**config.mk**
```make
export PLATFORM = sky130hd
export DESIGN_NAME = pipe_hazard_ctrl
export DESIGN_NICKNAME = d
export VERILOG_FILES = /design/src/rtl/pipe_ctrl_pkg.sv /design/src/rtl/hazard_detect.sv /design/src/rtl/pipe_hazard_ctrl.sv
export SDC_FILE = /design/constraint.sdc
export NUM_CORES = 1
export LEC_CHECK = 0
export BUFFER_PORTS_ARGS = -buffer_cell sky130_fd_sc_hd__buf_2
export CAP_MARGIN = 0
export CORE_MARGIN = 1
export CORE_UTILIZATION = 36
export CTS_CLUSTER_DIAMETER = 200
export DETAILED_ROUTE_END_ITERATION = 10
export PLACE_DENSITY_LB_ADDON = 0.25
export SYNTH_ARGS = -nofsm -noshare
export SYNTH_HDL_FRONTEND = slang
export SYNTH_SLANG_ARGS = --single-unit
```
**constraint.sdc**
```tcl
create_clock -name clk -period 3.8 [get_ports clk]
set_input_delay 0.38 -clock clk [delete_from_list [all_inputs] [get_ports clk]]
set_output_delay 0.38 -clock clk [all_outputs]
set_load 0.005 [all_outputs]
```
**src/rtl/pipe_ctrl_pkg.sv**
```systemverilog
// Shared types and constants for the pipeline hazard controller.
//   state_t      : controller FSM states
//   REG_X0       : architectural zero register index
//   stage_ctl_t  : per pipeline-register control bundle {en, r}
//   STG_*        : canned stage-control encodings
package pipe_ctrl_pkg;

  typedef enum logic [1:0] {
    RUN      = 2'd0,
    MEM_WAIT = 2'd1,
    ERR      = 2'd2
  } state_t;

  localparam logic [4:0] REG_X0 = 5'd0;

  typedef struct packed {
    logic en;
    logic r;
  } stage_ctl_t;

  localparam stage_ctl_t STG_RUN   = '{en: 1'b1, r: 1'b0};  // advance
  localparam stage_ctl_t STG_HOLD  = '{en: 1'b0, r: 1'b0};  // keep contents
  localparam stage_ctl_t STG_FLUSH = '{en: 1'b1, r: 1'b1};  // load a bubble
  localparam stage_ctl_t STG_RST   = '{en: 1'b0, r: 1'b1};  // reset drive

  // Counter width able to hold 0..max, never below one bit.
  function automatic int cnt_width(input int max);
    return (max < 1) ? 1 : $clog2(max + 1);
  endfunction

endpackage

```
**src/rtl/hazard_detect.sv**
```systemverilog
// Load-use hazard detection (combinational).
//   mem_read_ex          : EX instruction is a load
//   rd_ex                : EX destination register
//   rs1_id / rs2_id      : ID source registers
//   rs1_used / rs2_used  : ID instruction actually reads that source
//   load_use             : ID needs the load result before it exists
module hazard_detect
  import pipe_ctrl_pkg::*;
(
  input  logic       mem_read_ex,
  input  logic [4:0] rd_ex,
  input  logic [4:0] rs1_id,
  input  logic [4:0] rs2_id,
  input  logic       rs1_used,
  input  logic       rs2_used,
  output logic       load_use
);

  // x0 is never written, so a load targeting it cannot create a dependency.
  assign load_use = mem_read_ex && (rd_ex != REG_X0) &&
                    ((rs1_used && (rs1_id == rd_ex)) ||
                     (rs2_used && (rs2_id == rd_ex)));

endmodule

```
**src/rtl/pipe_hazard_ctrl.sv**
```systemverilog
// Central stall/flush controller for the 5-stage pipeline.
//   inputs : load-use fields (EX/ID), branch_taken_ex, dmem_req_mem, dmem_ready
//   outputs: pc_en, {ifid,idex,exmem,memwb}_{en,r} (combinational, same-edge),
//            mem_err (sticky timeout), stall_cnt (saturating pc_en=0 count)
module pipe_hazard_ctrl
  import pipe_ctrl_pkg::*;
#(
  parameter int MEM_TIMEOUT = 16,
  parameter int CNT_W       = 16
) (
  input  logic             clk,
  input  logic             rst_n,
  input  logic             MemRead_ex,
  input  logic [4:0]       rdAddr_ex,
  input  logic [4:0]       rs1Addr_id,
  input  logic [4:0]       rs2Addr_id,
  input  logic             rs1Used_id,
  input  logic             rs2Used_id,
  input  logic             branch_taken_ex,
  input  logic             dmem_req_mem,
  input  logic             dmem_ready,
  output logic             pc_en,
  output logic             ifid_en,
  output logic             ifid_r,
  output logic             idex_en,
  output logic             idex_r,
  output logic             exmem_en,
  output logic             exmem_r,
  output logic             memwb_en,
  output logic             memwb_r,
  output logic             mem_err,
  output logic [CNT_W-1:0] stall_cnt
);

  localparam int WC_W = cnt_width(MEM_TIMEOUT);
  localparam logic [WC_W-1:0] WC_LIMIT = WC_W'(MEM_TIMEOUT);

  state_t          state;
  logic [WC_W-1:0] wait_cnt;
  logic            load_use;
  logic            mem_stall;
  logic            freeze;
  stage_ctl_t      ifid, idex, exmem, memwb;

  hazard_detect u_hd (
    .mem_read_ex (MemRead_ex),
    .rd_ex       (rdAddr_ex),
    .rs1_id      (rs1Addr_id),
    .rs2_id      (rs2Addr_id),
    .rs1_used    (rs1Used_id),
    .rs2_used    (rs2Used_id),
    .load_use    (load_use)
  );

  assign mem_stall = dmem_req_mem && !dmem_ready;
  // In MEM_WAIT the outstanding access is already known; only ready matters.
  assign freeze    = ((state == RUN) && mem_stall) ||
                     ((state == MEM_WAIT) && !dmem_ready);

  always_comb begin
    pc_en = 1'b1;
    ifid  = STG_RUN;
    idex  = STG_RUN;
    exmem = STG_RUN;
    memwb = STG_RUN;
    if (!rst_n) begin
      pc_en = 1'b0;
      ifid  = STG_RST;
      idex  = STG_RST;
      exmem = STG_RST;
      memwb = STG_RST;
    end else if (state == ERR) begin
      pc_en = 1'b0;
      ifid  = STG_HOLD;
      idex  = STG_HOLD;
      exmem = STG_HOLD;
      memwb = STG_HOLD;
    end else if (freeze) begin
      // Everything up to MEM holds; WB gets a bubble so the waiting
      // instruction is not retired twice.
      pc_en = 1'b0;
      ifid  = STG_HOLD;
      idex  = STG_HOLD;
      exmem = STG_HOLD;
      memwb = STG_FLUSH;
    end else if (branch_taken_ex) begin
      // Kill the two wrong-path instructions; a pending load-use is moot.
      ifid = STG_FLUSH;
      idex = STG_FLUSH;
    end else if (load_use) begin
      pc_en = 1'b0;
      ifid  = STG_HOLD;
      idex  = STG_FLUSH;
    end
  end

  assign {ifid_en,  ifid_r}  = ifid;
  assign {idex_en,  idex_r}  = idex;
  assign {exmem_en, exmem_r} = exmem;
  assign {memwb_en, memwb_r} = memwb;

  always_ff @(posedge clk or negedge rst_n) begin
    if (!rst_n) begin
      state     <= RUN;
      wait_cnt  <= '0;
      mem_err   <= 1'b0;
      stall_cnt <= '0;
    end else begin
      if (!pc_en && (stall_cnt != {CNT_W{1'b1}}))
        stall_cnt <= stall_cnt + 1'b1;
      case (state)
        RUN: begin
          if (mem_stall) begin
            state    <= MEM_WAIT;
            wait_cnt <= WC_W'(1);
          end
        end
        MEM_WAIT: begin
          if (dmem_ready) begin
            state    <= RUN;
            wait_cnt <= '0;
          end else if ((MEM_TIMEOUT != 0) && (wait_cnt == WC_LIMIT)) begin
            state   <= ERR;
            mem_err <= 1'b1;
          end else if (wait_cnt != {WC_W{1'b1}}) begin
            // Saturate so a disabled timeout cannot wrap into a false match.
            wait_cnt <= wait_cnt + 1'b1;
          end
        end
        ERR: begin
          mem_err <= 1'b1;
        end
        default: begin
          state <= RUN;
        end
      endcase
    end
  end

endmodule

```
======== After elaboration in Yosys (flattened, before gate mapping) ========
Index checks and enable logic that the tools add are counted.
storage, ports and cells
  register bits ........................... 24
  latch bits .............................. 0
  RAM bits ................................ 0
  ROM bits ................................ 0
  output and inout port bits .............. 26
  logic and storage cells ................. 72
  memories ................................ 0
operators by class
  add/sub/neg operators ................... 2
  $mul .................................... 0
  div/mod/pow operators ................... 0
  magnitude comparators ................... 0
  equality and inequality tests ........... 13
  shift-type cells ........................ 0
  multiplexer cells ....................... 33
  bitwise operators ....................... 1
  reductions and logical operators ........ 19
operator list
  kind                                                   count
  2-to-1 mux 2 bit                                       16
  2-to-1 mux 5 bit                                       4
  adder 16 x 1 -> 16 bit, second input constant          1
  inequality test 16 bit, second input constant          1
  equality test 5 bit                                    2
  2-to-1 mux 1 bit                                       10
  case mux 5 bit (2 select lines)                        1
  logical AND 1 bit                                      8
  inequality test 3 x 2 -> 1 bit, second input constant  2
  case mux 2 bit (3 select lines)                        1
  AND reduction 3 bit                                    2
  adder 5 x 1 -> 5 bit, second input constant            1
  equality test 5 bit, second input constant             1
  inequality test 5 bit, second input constant           1
  nonzero test 5 bit                                     1
  inequality test 2 bit, second input constant           2
  AND reduction 4 bit                                    1
  nonzero test 2 bit                                     2
  inequality test 3 bit, second input constant           1
  equality test 2 x 1 -> 1 bit, second input constant    1
  equality test 2 bit, second input constant             1
  zero test 1 bit                                        2
  zero test 2 bit                                        1
  logical OR 1 bit                                       2
  3 further kinds                                        3

======== Longest topological paths before layout ========
Gate-level depths: netlist of run 1.
  depth in word-level cells ............... 11
  depth in mapped cells ................... 8
  depth with buffers taken out ............ 8

======== By module ========
From an unflattened synthesis of run 1, not the netlist that was laid out.
unflattened totals
  cells, all modules ...................... 138
  area, all modules ....................... 1425.1 µm²
modules (own cells, without submodules)
  module            instances  cells each  area an instance (µm²)  sequential area each (µm²)
  pipe_hazard_ctrl  1          121         1291.2                  600.6
  hazard_detect     1          17          133.9                   0.0

======== Worst setup path after synthesis of run 1 ========
Ideal clock, no wire load.
  path type ............................... input port to output port
  start ................................... input rdAddr_ex[0]
  end ..................................... output pc_en
  arrival ................................. 1559 ps
  required time ........................... 3420 ps
  setup slack ............................. 1861 ps
  cell stages on the path ................. 5
  buffers on the path ..................... 1
  cells stage by stage .................... or4_1 > o21ai_2 > nor2_1 > a21boi_1 > buf_4
between the ends
  longest elaborated chain between the ends .. 9
  elaborated cells on any way between the ends .. 13
  those cells by class .................... 2 x eq/ne; 5 x mux; 6 x reduce/logical
ends and longest elaborated chain
  element                                        RTL line                                  RTL
  start, declared                                pipe_hazard_ctrl.sv:14                    input logic [4:0] rdAddr_ex,
  equality test 5 bit, on equally long branches  hazard_detect.sv:21, hazard_detect.sv:22
  logical AND 1 bit, on equally long branches    hazard_detect.sv:21, hazard_detect.sv:22
  logical OR 1 bit                               hazard_detect.sv:21                       ((rs1_used && (rs1_id == rd_ex)) ||
  logical AND 1 bit (*)                          hazard_detect.sv:20                       assign load_use = mem_read_ex && (rd_ex != REG_X0) &&
  2-to-1 mux 1 bit (*)                           pipe_hazard_ctrl.sv:90                    end else if (load_use) begin
  2-to-1 mux 1 bit (*)                           pipe_hazard_ctrl.sv:86                    end else if (branch_taken_ex) begin
  2-to-1 mux 1 bit (*)                           pipe_hazard_ctrl.sv:78                    end else if (freeze) begin
  2-to-1 mux 1 bit (*)                           pipe_hazard_ctrl.sv:72                    end else if (state == ERR) begin
  2-to-1 mux 1 bit (*)                           pipe_hazard_ctrl.sv:66                    if (!rst_n) begin
  end, declared                                  pipe_hazard_ctrl.sv:22                    output logic pc_en,
Every way passes the cells marked *; elsewhere a longest branch is shown, timed or not.

======== Worst setup path after layout of run 1 ========
  start ................................... register stall_cnt[0]
  end ..................................... register stall_cnt[1]
between the ends
  longest elaborated chain between the ends .. 2
  elaborated cells on any way between the ends .. 3
  those cells by class .................... 1 x add/sub; 1 x eq/ne; 1 x reduce/logical
ends and longest elaborated chain
  element                                                                         RTL line                 RTL
  start, declared                                                                 pipe_hazard_ctrl.sv:32   output logic [CNT_W-1:0] stall_cnt
  start signal, assigned                                                          pipe_hazard_ctrl.sv:110  stall_cnt <= stall_cnt + 1'b1;
  parallel branches: the longest is 2 deep, another holds adder 16 x 1 -> 16 bit  -
Parallel ways; which one is timed is not known.
A chain may end at the register's enable or synchronous reset.

==> impl_metrics.csv, run 1 <==
group,metric,value,unit
grt,first_global_vias,1144,
routing,avgViaCountPerCell,4.947,
cts,numCtsBuffers,3,
die,io_pins,49,
die,rows,22,
place,gp_congestion,0.7793,
timing,drv_slew,0,
routing,finalWirelength,3000,um
synthesis,synth_adder_area_share,3.481,%
timing,tightest_slew,0.5299,ns
synthesis,synthCells,149,
grt,grt_max_degree,30,
timing,setup_tns,0,ns
timing,hold_violations,0,
grt,grt_overflow,0,
synthesis,avgSynthCellArea,9.649,um2
outcome,status,"complete, no violations",
timing,finalSetupViolations,0,
place,dp.cells,242,
synthesis,ys_ff_latch,24,
power,p_per_area,565.9,nW/um2
cells_and_area,fin_cells,246,
cells_and_area,area.growth.synth_to_final,24.19,%
cells_and_area,fillers,375,
cts,clock_latency,0.27,ns
timing,max_clock_freq,473.3,MHz
cts,path_clk_slew,0.09,ns
power,peakVddDrop,0.3748,mV
worst_setup_path,crit_path_start_kind,"flip-flop",
cells_and_area,design_area,1785,um2
routing,detail_route.wl_per_cell,12.20,um
worst_setup_path,critPathMaxStageDelay,0.49,ns
die,start_util,38.40,%
cts,cts_hold_buffers,0,
cells_and_area,n_antenna_cell,0,
worst_setup_path,crit_slowest_cell,"a21oi_4",
worst_setup_path,path_class,"reg2reg",
timing,maxSlewHeadroom,64.59,%
routing,ant_nets,0,
place,dp_hpwl,2283,um
die,fp.dieH,65.20,um
worst_setup_path,arrival,2.27,ns
worst_setup_path,cpLargestDelayFamily,"compound AO/OA/AOI/OAI gates",
synthesis,synth_xor_area_share,14.62,%
timing,finalClockSkew,0.003372,ns
grt,antenna_found_initial,0,
die,design.core.area,3744,um2
cts,clock_path_buffers,2,
timing,post-route-period-util,55.60,%
place,placed_cell_area,1714,um2
cts,clockRootBuffer,"clkbuf_8",
worst_setup_path,worstPathCellList,"ha_1 > nand3_1 > nor2_4 > a311oi_2 > a21oi_4 > mux2_2",
place,port_buffers,48,
die,die_w,65.20,um
worst_setup_path,cp_num_buf_inv,0,
synthesis,synth_simple_gate_area_share,25.15,%
cts,postCtsSetupBuffers,0,
synthesis,synth_compound_area_share,10.97,%
synthesis,synth_seq_area_share,41.78,%
worst_setup_path,crit_path_max_fanout,15,
timing,min_period,2.113,ns
synthesis,synthesis.nets,176,
grt,grt_pass1_wl,5071,um
cells_and_area,regArea,600.6,um2
run,cap_viol_max_count,0,
synthesis,synth_top_family_by_area,"simple AND/OR/NAND/NOR gates",
cts,cts_sinks,24,
synthesis,synthMuxAreaShare,0.7833,%
routing,drcViolationCount,0,
grt,grt_usage,15.07,%
routing,vias,1217,
cells_and_area,final_util,47.69,%
worst_setup_path,cp_data_required_time,3.96,ns
cts,cts_htree_levels,1,
synthesis,yosysWarnings,0,
cells_and_area,nNetsFinal,226,
cts,cts_resized,0,
cells_and_area,drive_above_1_share,34.34,%
cells_and_area,multiInputGateArea,790.8,um2
timing,rsz0062_at_grt,"false",
synthesis,synth_cell_type_count,40,
worst_setup_path,end_kind,"flip-flop",
routing,drt_iter0_drc,33,
die,die-area,4250,um2
routing,firstDrtPassIters,4,
worst_hold_path,hp-class,"in2async",
cts,cts_tree,"built",
synthesis,syn-cell-area,1438,um2
power,p_leak,0.7982,nW
==> final cells by class <==
type                            count  share of cell area (%)
Timing Repair Buffer               49                   13.88
Tap cell                           48                   3.364
Clock inverter                      1                   1.682
Multi-Input combinational cell    117                   44.29
Clock buffer                        3                   2.313
Inverter                            4                  0.8409
Sequential cell                    24                   33.64
==> routing by layer <==
metal | vias to the layer above | track usage [%] | part of all wire (%)
li1 | 612 | - | -
met4 | 0 | 2.446 | 0.37
met1 | 577 | 19.63 | 48
met5 | - | 0 | 0
met3 | 2 | 3.646 | 4.1
met2 | 26 | 25.52 | 47
==> worst paths after layout <==
kind                         startpoint  slack [ns]  cells after the start            to
hold reg to reg                 mem_err        0.47                      1       mem_err
hold / removal                    rst_n         0.1                      2       mem_err
setup reg to reg           stall_cnt[0]        1.69                      6  stall_cnt[1]
max in group asynchronous         rst_n        3.44                      2  stall_cnt[3]
min in group clk             dmem_ready        0.40                      2      state[1]
setup / recovery           stall_cnt[0]        1.69                      6  stall_cnt[1]
==> cell usage in the layout (no fill, tap or decap), types with 3 or more instances in the layout <==
cell | Yosys | final
buf_2 | 1 | 48
clkbuf_8 | 0 | 3
dfrtp_1 | 24 | 24
ha_1 | 4 | 4
inv_1 | 4 | 4
nand2_1 | 14 | 14
nand3_1 | 15 | 15
nand4_1 | 3 | 3
nor2_1 | 6 | 6
nor2_2 | 8 | 8
nor3_1 | 6 | 6
o21ai_0 | 6 | 6
xnor2_1 | 11 | 11
xor2_1 | 13 | 13
==> kinds of logic (layout without fill, tap and decap cells) <==
| group | after synthesis | after routing |
|---|---|---|
| xor gates and xnor gates | 24 | 24 |
| muxes | 1 | 1 |
| AOI/OAI and AO/OA | 21 | 21 |
| and+or+nand+nor | 67 | 67 |
| adders and majority gates | 4 | 4 |
| buffers and inverters | 8 | 57 |
| DFF | 24 | 24 |
==> synth_stat cells (all sizes together) <==
cell / instances / area [um2]
dfrtp: 24 / 600.6
nand3: 15 / 75.07
nor2: 15 / 83.83
nand2: 14 / 52.55
xor2: 13 / 113.9
xnor2: 11 / 96.34
o21ai: 7 / 38.79
nor3: 6 / 30.03
buf: 4 / 31.27
ha: 4 / 50.05
inv: 4 / 15.01
a21oi: 3 / 26.28
and3: 3 / 23.77
nand4: 3 / 18.77
a21boi: 2 / 15.01
nand2b: 2 / 12.51
nor2b: 2 / 12.51
o21bai: 2 / 15.01
a21o: 1 / 7.510
a311oi: 1 / 15.01
a31oi: 1 / 6.260
a32o: 1 / 10.01
and2: 1 / 6.260
and4: 1 / 8.760
mux2: 1 / 11.26
nor3b: 1 / 7.510
nor4bb: 1 / 10.01
o22ai: 1 / 6.260
o311a: 1 / 10.01
o31ai: 1 / 7.510
or2: 1 / 6.260
or3: 1 / 6.260
or4: 1 / 7.510
==> metrics by stage <==
stage	setup slack (ns)	total power, W	hold slack, ns
after floorplan	1.861	0.0006403	0.08441
after global placement	1.494	0.0007900	0.3990
after detailed placement	1.456	0.0007972	0.4053
after CTS	1.667	0.001024	0.1118
after global routing	1.533	0.001092	0.1188
final	1.687	0.001010	0.09855
==> worst register-to-register path, cell delays in order (launching register included) <==
cell      delay [ns]
dfrtp_1         0.41
ha_1            0.24
nand3_1         0.13
nor2_4          0.19
a311oi_2        0.15
a21oi_4         0.49
mux2_2          0.40
==> registers in the layout (all words and copies together) (netlist names) <==
name,cells
mem_err,1
stall_cnt,16
state,2
wait_cnt,5
==> power breakdown <==
part	switching (W)	leakage [nW]	internal, W
clock	0.0000836	0.0357	0.000141
sequential	0.000107	0.276	0.000344
combinational	0.000164	0.487	0.000171
total	0.000355	0.798	0.000655
Note: power is estimated with default switching activity, not from simulation.
==> run 2, diff against run 1 <==
- clock period: 3.8 -> 2 ns (I/O delays scaled with it)
==> impl_metrics.csv, run 2 (synthesis results as in run 1) <==
group,metric,value,unit
timing,rsz0062_at_grt,"false",
cts,cts_tree,"built",
worst_setup_path,r2r-end,"stall_cnt[9]",
die,die_w,65.20,um
die,rows,22,
grt,grt_overflow,0,
cts,cts_htree_levels,1,
worst_setup_path,cp_num_buf_inv,1,
worst_setup_path,reg2reg_slack,0.12,ns
cells_and_area,mostFrequentLayoutCells,"buf_2 (48), dfrtp_1 (24), nand3_1 (15), nand2_1 (14)",
routing,firstDrtPassIters,4,
timing,finalSetupViolations,0,
grt,grt_max_degree,29,
routing,vias,1282,
cells_and_area,nNetsFinal,240,
cells_and_area,reg.largest.list,"stall_cnt: 16 flops, wait_cnt: 5 flops, state: 2 flops",
power,p_leak,0.8753,nW
worst_setup_path,worstRegToRegCells,7,
place,preCtsSetupSlack,0.09669,ns
timing,hold_ws,0.2219,ns
cells_and_area,layout_commonest_cell,"buf_2",
worst_setup_path,path_class,"reg2reg",
cts,numCtsBuffers,3,
place,dp.cells,254,
run,cap_viol_max_count,0,
timing,hold_violations,0,
worst_setup_path,arrival,2.08,ns
grt,antenna_found_initial,0,
die,io_pins,49,
worst_setup_path,critPathLaunch,"stall_cnt[7]",
worst_setup_path,cp_num_cells,7,
worst_setup_path,cpLargestDelayFamily,"simple AND/OR/NAND/NOR gates",
routing,drcViolationCount,0,
routing,detail_route.wl_per_cell,11.98,um
cells_and_area,regMostFlops,"stall_cnt",
timing,finalClockSkew,0.003397,ns
cts,path_clk_slew,0.09,ns
cts,cts_sinks,24,
routing,drt_iter0_drc,37,
place,port_buffers,48,
worst_setup_path,cp_data_required_time,2.20,ns
power,power.total,0.002034,W
timing,max_clock_freq,532.0,MHz
timing,post-route-period-util,93.99,%
grt,grt_usage,16.23,%
power,p_per_area,1049,nW/um2
cts,clock_path_buffers,2,
worst_setup_path,r2r-start,"stall_cnt[7]",
outcome,status,"complete, no violations",
timing,maxSlewHeadroom,70.48,%
cts,clock_latency,0.27,ns
worst_setup_path,critPathMaxStageDelay,0.39,ns
cells_and_area,fin_cells,260,
die,fp.dieH,65.20,um
worst_setup_path,end_kind,"flip-flop",
grt,grt_pass1_wl,5499,um
grt,first_global_vias,1238,
timing,min_period,1.880,ns
worst_setup_path,crit_path_max_fanout,5,
timing,setup_tns,0,ns
cells_and_area,drive_above_1_share,40.57,%
worst_setup_path,crit_path_start_kind,"flip-flop",
worst_hold_path,hp-class,"in2reg",
cells_and_area,n_antenna_cell,0,
worst_setup_path,worstPathCellList,"and4_1 > and3_4 > a311oi_4 > a21oi_4 > buf_4 > nor3_2 > xor2_1",
place,gp_congestion,0.7747,
cells_and_area,fillers,391,
routing,ant_nets,0,
cells_and_area,largest_register_ff_count,16,
routing,avgViaCountPerCell,4.931,
power,peakVddDrop,0.5889,mV
cts,clockRootBuffer,"clkbuf_8",
die,start_util,38.40,%
routing,finalWirelength,3116,um
timing,drv_slew,0,
worst_setup_path,crit_slowest_cell,"dfrtp_1",
cells_and_area,area.growth.synth_to_final,34.90,%
timing,tightest_slew,0.4428,ns
timing,fin_ws,0.1203,ns
place,dp_hpwl,2404,um
die,die-area,4250,um2
worst_setup_path,cp-endpoint,"stall_cnt[9]",
die,design.core.area,3744,um2
-- run 2: worst min path at each step --
stage,from,endpoint,slack [ns],cells after the start
finish,dmem_ready,state[1],0.22,2
global route,dmem_ready,state[1],0.23,2
floorplan,rst_n,mem_err,-0.1,0
global placement,rst_n,wait_cnt[2],0.24,2
detailed placement,rst_n,state[1],0.24,2
CTS,dmem_ready,state[1],0.21,2
-- run 2: area by class of cell --
cell class,count,area [um2],share of cell area [%]
multi-input cells,117,824.5,42.52
flip-flops and latches,24,600.6,30.97
repair buffers,63,367.9,18.97
well taps,48,60.06,3.097
clock buffers,3,41.29,2.129
clock inverters,1,30.03,1.548
inverters,4,15.01,0.7742
-- run 2: worst register-to-register path, cell delays in order, from the launching register on --
cell      delay, ns
dfrtp_1        0.39
and4_1         0.23
and3_4         0.21
a311oi_4       0.32
a21oi_4        0.14
buf_4          0.19
nor3_2         0.16
xor2_1         0.17
-- run 2: repair_timing --
action,4_1_cts,5_1_grt
endpoints found under the hold margin,24,0
hold buffers,1,0
endpoints found under the setup margin,0,7
setup buffers,0,1
gates resized for setup,0,6
-- run 2: where the power goes --
| part | total, W | leakage (nW) | internal [W] | switching [W] |
|---|---|---|---|---|
| combinational | 0.000788 | 0.564 | 0.000408 | 0.000380 |
| sequential | 0.000815 | 0.276 | 0.000653 | 0.000163 |
| clock | 0.000431 | 0.0357 | 0.000268 | 0.000163 |
| total | 0.00203 | 0.875 | 0.00133 | 0.000706 |
-- run 2: layer usage --
layer | global-route usage (%) | wire, um | vias up
li1 | - | - | 641
met3 | 3.819 | 110 | 2
met2 | 26.68 | 1477 | 24
met5 | 0 | 0 | -
met1 | 22.09 | 1520 | 615
met4 | 2.174 | 6 | 0
-- run 2: stage by stage --
stage,util (%),area [um2]
floorplan,-,1438
global placement,48.53,1817
detailed placement,48.53,1817
CTS,50.70,1898
global route,51.80,1939
finish,51.80,1939
